`src/rtl/vram_arbiter.sv`:
```
// Shares one single-port VRAM between the scan-out fetch and two round-robin writers.
// Optional VRAM_ARBITER_BLANK_ONLY_EN restricts writes to blanking cycles so the display never tears.
module vram_arbiter #(
    parameter int FB_W       = 160,
    parameter int FB_H       = 120,
    parameter int SCALE_LOG2 = 2
) (
    input  logic        i_clk,
    input  logic        i_rst,
    input  logic        i_pix_stb,
    input  logic        i_active,
    input  logic [9:0]  i_x,
    input  logic [8:0]  i_y,
    input  logic [1:0]  i_req,
    input  logic [14:0] i_waddr0,
    input  logic [14:0] i_waddr1,
    input  logic [7:0]  i_wdata0,
    input  logic [7:0]  i_wdata1,
    output logic [1:0]  o_gnt,
    output logic        o_err,
    output logic [14:0] o_mem_addr,
    output logic        o_mem_we,
    output logic [7:0]  o_mem_wdata,
    input  logic [7:0]  i_mem_rdata,
    output logic [7:0]  o_pix,
    output logic        o_pix_valid
);

    localparam logic [9:0]  SUB_MASK = 10'((1 << SCALE_LOG2) - 1);
    localparam int unsigned TEX_CNT  = FB_W * FB_H;

    logic        fetch;
    logic        wslot;
    logic        grant;
    logic        sel;
    logic        oor;
    logic        ptr;
    logic        rd_pend;
    logic [14:0] fetch_addr;
    logic [14:0] sel_addr;

    assign fetch_addr = 15'(15'(i_y >> SCALE_LOG2) * 15'(FB_W)) + 15'(i_x >> SCALE_LOG2);
    assign fetch      = i_pix_stb & i_active & ((i_x & SUB_MASK) == 10'd0) & ~i_rst;

`ifdef VRAM_ARBITER_BLANK_ONLY_EN
    assign wslot = ~fetch & ~i_active & ~i_rst;
`else
    assign wslot = ~fetch & ~i_rst;
`endif

    // With a single requester the pointer is ignored; it only breaks ties.
    assign sel      = (i_req == 2'b11) ? ptr : i_req[1];
    assign grant    = wslot & (i_req != 2'b00);
    assign sel_addr = sel ? i_waddr1 : i_waddr0;
    assign oor      = 32'(sel_addr) >= TEX_CNT;

    always_comb begin
        o_gnt       = 2'b00;
        o_err       = 1'b0;
        o_mem_we    = 1'b0;
        o_mem_addr  = sel_addr;
        o_mem_wdata = sel ? i_wdata1 : i_wdata0;
        if (fetch) begin
            o_mem_addr = fetch_addr;
        end else if (grant) begin
            o_gnt    = sel ? 2'b10 : 2'b01;
            o_err    = oor;
            o_mem_we = ~oor;
        end
    end

    always_ff @(posedge i_clk) begin
        if (i_rst) begin
            o_pix       <= 8'd0;
            o_pix_valid <= 1'b0;
            ptr         <= 1'b0;
            rd_pend     <= 1'b0;
        end else begin
            rd_pend <= fetch;
            // Read data from last cycle's fetch takes precedence over a blanking clear.
            if (rd_pend) begin
                o_pix       <= i_mem_rdata;
                o_pix_valid <= 1'b1;
            end else if (i_pix_stb && !i_active) begin
                o_pix       <= 8'd0;
                o_pix_valid <= 1'b0;
            end
            if (grant) begin
                ptr <= ~sel;
            end
        end
    end

endmodule

```
`config.mk`:
```
export PLATFORM = sky130hd
export DESIGN_NAME = vram_arbiter
export DESIGN_NICKNAME = d
export VERILOG_FILES = /design/src/rtl/vram_arbiter.sv
export SDC_FILE = /design/constraint.sdc
export NUM_CORES = 1
export LEC_CHECK = 0
export CORE_MARGIN = 2
export CORE_UTILIZATION = 36
export DETAILED_ROUTE_END_ITERATION = 12
export GPL_TIMING_DRIVEN = 0
export PLACE_DENSITY_LB_ADDON = 0.15
export SETUP_SLACK_MARGIN = 0.02
export SLEW_MARGIN = 0
export SYNTH_ARGS = -nofsm -noshare
export SYNTH_HDL_FRONTEND = slang
export SYNTH_SLANG_ARGS = --single-unit
```
`constraint.sdc`:
```
create_clock -name i_clk -period 4.3 [get_ports i_clk]
set_input_delay 0.43 -clock i_clk [delete_from_list [all_inputs] [get_ports i_clk]]
set_output_delay 0.43 -clock i_clk [all_outputs]
set_load 0.05 [all_outputs]
```
==> flow_metrics.env <==
export IMPL_status="finished, final reports clean"
export IMPL_clkSinkCount=11
export IMPL_cts_reportedPaths_clkPinSlew_ns=0.05
export IMPL_grt_start_max_net_pins=11
export IMPL_rr_worst_depth=7
export IMPL_insertion_delay_ns=0.24
export IMPL_power_density_nw_per_um2=211
export IMPL_post_cts_buffers=0
export IMPL_yosysWarningCount=0
export IMPL_numPortBuffers=112
export IMPL_worst_setup_path_type="in -> out"
export IMPL_hold_depth=2
export IMPL_dpl_instance_area_sq_um=2590
export IMPL_vias=1687
export IMPL_path_buf_inv=3
export IMPL_cap_violations=0
export IMPL_overflow=0
export IMPL_die_w_um=66.5
export IMPL_r2r_start="ptr"
export IMPL_synth_top_cells_by_area="dfxtp_1, ha_1, mux2i_1"
export IMPL_synthCells=181
export IMPL_syn_area_sq_um=1410
export IMPL_cts_htree_levels=1
export IMPL_top_layer_used="met4"
export IMPL_cts_root_buf="clkbuf_8"
export IMPL_drtPass1Iterations=4
export IMPL_drt_wirelength_per_cell_um=13.6
export IMPL_place_hpwl_mm=4.04
export IMPL_area_growth_pct=87.1
export IMPL_track_usage=0.204
export IMPL_relSlewSlack=0.593
export IMPL_critPathLaunchType="primary input"
export IMPL_fp_coreArea_sq_um=3720
export IMPL_leakage_uw=0.00108
export IMPL_yosys_register_bits=11
export IMPL_drive_gt1_frac=0.0673
export IMPL_fin_nets=392
export IMPL_fin_skew_ns=0.00299
export IMPL_diodes=0
export IMPL_syn_nets=275
export IMPL_rsz0062_at_grt="false"
export IMPL_hold_viol_final=0
export IMPL_crit_family="buffers and inverters"
export IMPL_grt_pass1_vias=1586
export IMPL_via_per_inst=4.89
export IMPL_grt_pass1_wl_mm=7.03
export IMPL_fin_crit_sh=0.957
export IMPL_dieArea_sq_um=4430
export IMPL_wl_met1_mm=1.79
export IMPL_drtIter0Drc=75
export IMPL_fillCellCount=351
export IMPL_drt_total_wl_mm=4.68
export IMPL_worstMarginPinSlew_ns=0.605
export IMPL_cts_buffers=3
export IMPL_synth_top_area_frac=0.156
export IMPL_row_count=22
export IMPL_async_flop_share=0
export IMPL_hp_class="reg -> reg"
export IMPL_tritoncts="yes"
export IMPL_critical_path_required_ns=3.87
export IMPL_antenna_found_initial=0
export IMPL_cp_end_kind="primary output"
export IMPL_fin_hold_ws_ns=0.486
export IMPL_gp_congestion=0.769
export IMPL_crit_arrival_ns=3.69
export IMPL_fin_tns_setup_ns=0
export IMPL_finalCoreUtilization=0.709
export IMPL_r2r_setup_slack_ns=2.85
export IMPL_reg2reg_to="ptr"
export IMPL_clk_path_buf_depth=2
export IMPL_start_util=0.379
export IMPL_cp_max_fo=3
export IMPL_pin_count=115
export IMPL_slew_violations=0
export IMPL_pre_cts_slack_ns=0.161
export IMPL_wl_met3_um=290
export IMPL_synth_cell_types=38
export IMPL_cts_resized=0
export IMPL_worst_path_largest_cell_delay_ns=0.82
export IMPL_whs_endpoint="o_pix_valid"
export IMPL_yosysTopAreaCell="dfxtp_1"
export IMPL_crit_chain="clkdlybuf4s50_1 -> ha_1 -> ha_1 -> inv_1 -> fa_1 -> nand2b_1 -> o2bb2ai_1 -> xnor2_1 -> nand3_1 -> xnor2_1 -> mux2i_1 -> clkdlybuf4s50_1"
export IMPL_synth_edff_count=0
export IMPL_die_height_um=66.5
export IMPL_hold_buffers=0
export IMPL_setup_viol=0
export IMPL_ant_nets=0
export IMPL_drc_errors=0
export IMPL_worstHoldStart="o_pix_valid"
export IMPL_yosysSeqAreaShare=0.156
export IMPL_vdd_drop_max_mv=0.103
export IMPL_met2_length_mm=2.50
export IMPL_crit_path_top_delay_cell="clkdlybuf4s50_1"
export IMPL_synth_ff_type="dfxtp_1"
export IMPL_avgSynthCellArea_sq_um=7.78
export IMPL_setup_ws_ns=0.183
export IMPL_period_needed_ns=4.12
export IMPL_timing_fmax_ghz=0.243
export IMPL_finalInstanceArea_sq_um=2630
## worst register-to-register path, cell delays in order, from the launching register on
cell and delay [ns]:
dfxtp_1 0.32, nor2b_4 0.14, nand2b_4 0.14, buf_6 0.12
buf_4 0.19, buf_6 0.19, nor2_1 0.08, nor3_1 0.19
## synthesized netlist by cell type, types with 7 or more instances
| cell | number |
|---|---|
| inv_1 | 7 |
| nand2_1 | 19 |
| a21oi_1 | 13 |
| mux2i_1 | 14 |
| xnor2_1 | 7 |
| dfxtp_1 | 11 |
| o21ai_1 | 7 |
| o21ai_0 | 8 |
| mux2_2 | 7 |
| nor2_1 | 28 |
| ha_1 | 13 |
## kinds of logic after synthesis
kind of cell	share of synthesized area
compound gates	0.147
xor+xnor	0.0684
fa+ha+maj	0.144
buf+inv	0.0578
flops	0.156
mux	0.182
simple gates	0.244
## per-layer routing
| metal | GRT usage | vias up |
|---|---|---|
| met3 | 0.0287 | 9 |
| met5 | 0 | - |
| li1 | - | 856 |
| met1 | 0.227 | 769 |
| met4 | 0.0638 | 0 |
| met2 | 0.394 | 53 |
## stage by stage
step / total power [uW] / cells
after CTS: 558 / 345
after global routing: 585 / 345
after floorplan: 314 / 181
final: 556 / 345
after detailed placement: 454 / 341
after global placement: 448 / 341
## layout by cell type, fill, tap and decap left out, types with 2 or more instances in the layout
cell,count
clkdlybuf4s50_1,112
nor2_1,28
nand2_1,19
mux2i_1,14
a21oi_1,13
ha_1,13
dfxtp_1,11
o21ai_0,8
mux2_2,7
inv_1,7
xnor2_1,7
o21ai_1,7
clkbuf_1,5
xor2_1,4
nor2b_1,4
nand3b_1,3
clkbuf_8,3
buf_6,2
mux2_1,2
o21bai_1,2
nand2b_1,2
buf_2,2
and2_1,2
nor3_1,2
and2b_1,2
fa_1,2
## state kept, by name, indices dropped and copies added, names as in the netlist
signal,flops
o_pix_valid,1
rd_pend,1
ptr,1
o_pix,8
## area by class of cell
type	count	area, sq um	share of cell area
Timing Repair Buffer	112	1120	0.426
Inverter	7	26.3	0.00998
Sequential cell	11	220	0.0836
Multi-Input combinational cell	154	1110	0.420
Buffer	9	55.1	0.0209
Tap cell	48	60.1	0.0228
Clock buffer	4	45.0	0.0171
## report_power, final
part           switching [uW]  internal, uW
clock                    39.6          65.1
sequential               1.14           104
combinational             180           166
## worst max path at each step
stage                      start        endpoint  slack (ns)  cells after the start
final                     i_y[3]  o_mem_addr[13]        0.18                     12
after global routing      i_y[3]  o_mem_addr[13]        0.04                     12
after CTS                 i_y[3]  o_mem_addr[13]        0.17                     12
after detailed placement  i_y[3]  o_mem_addr[13]        0.16                     12
after global placement    i_y[3]  o_mem_addr[13]        0.23                     12
after floorplan           i_y[3]  o_mem_addr[13]        0.98                     10
(Power assumes the default switching activity.)
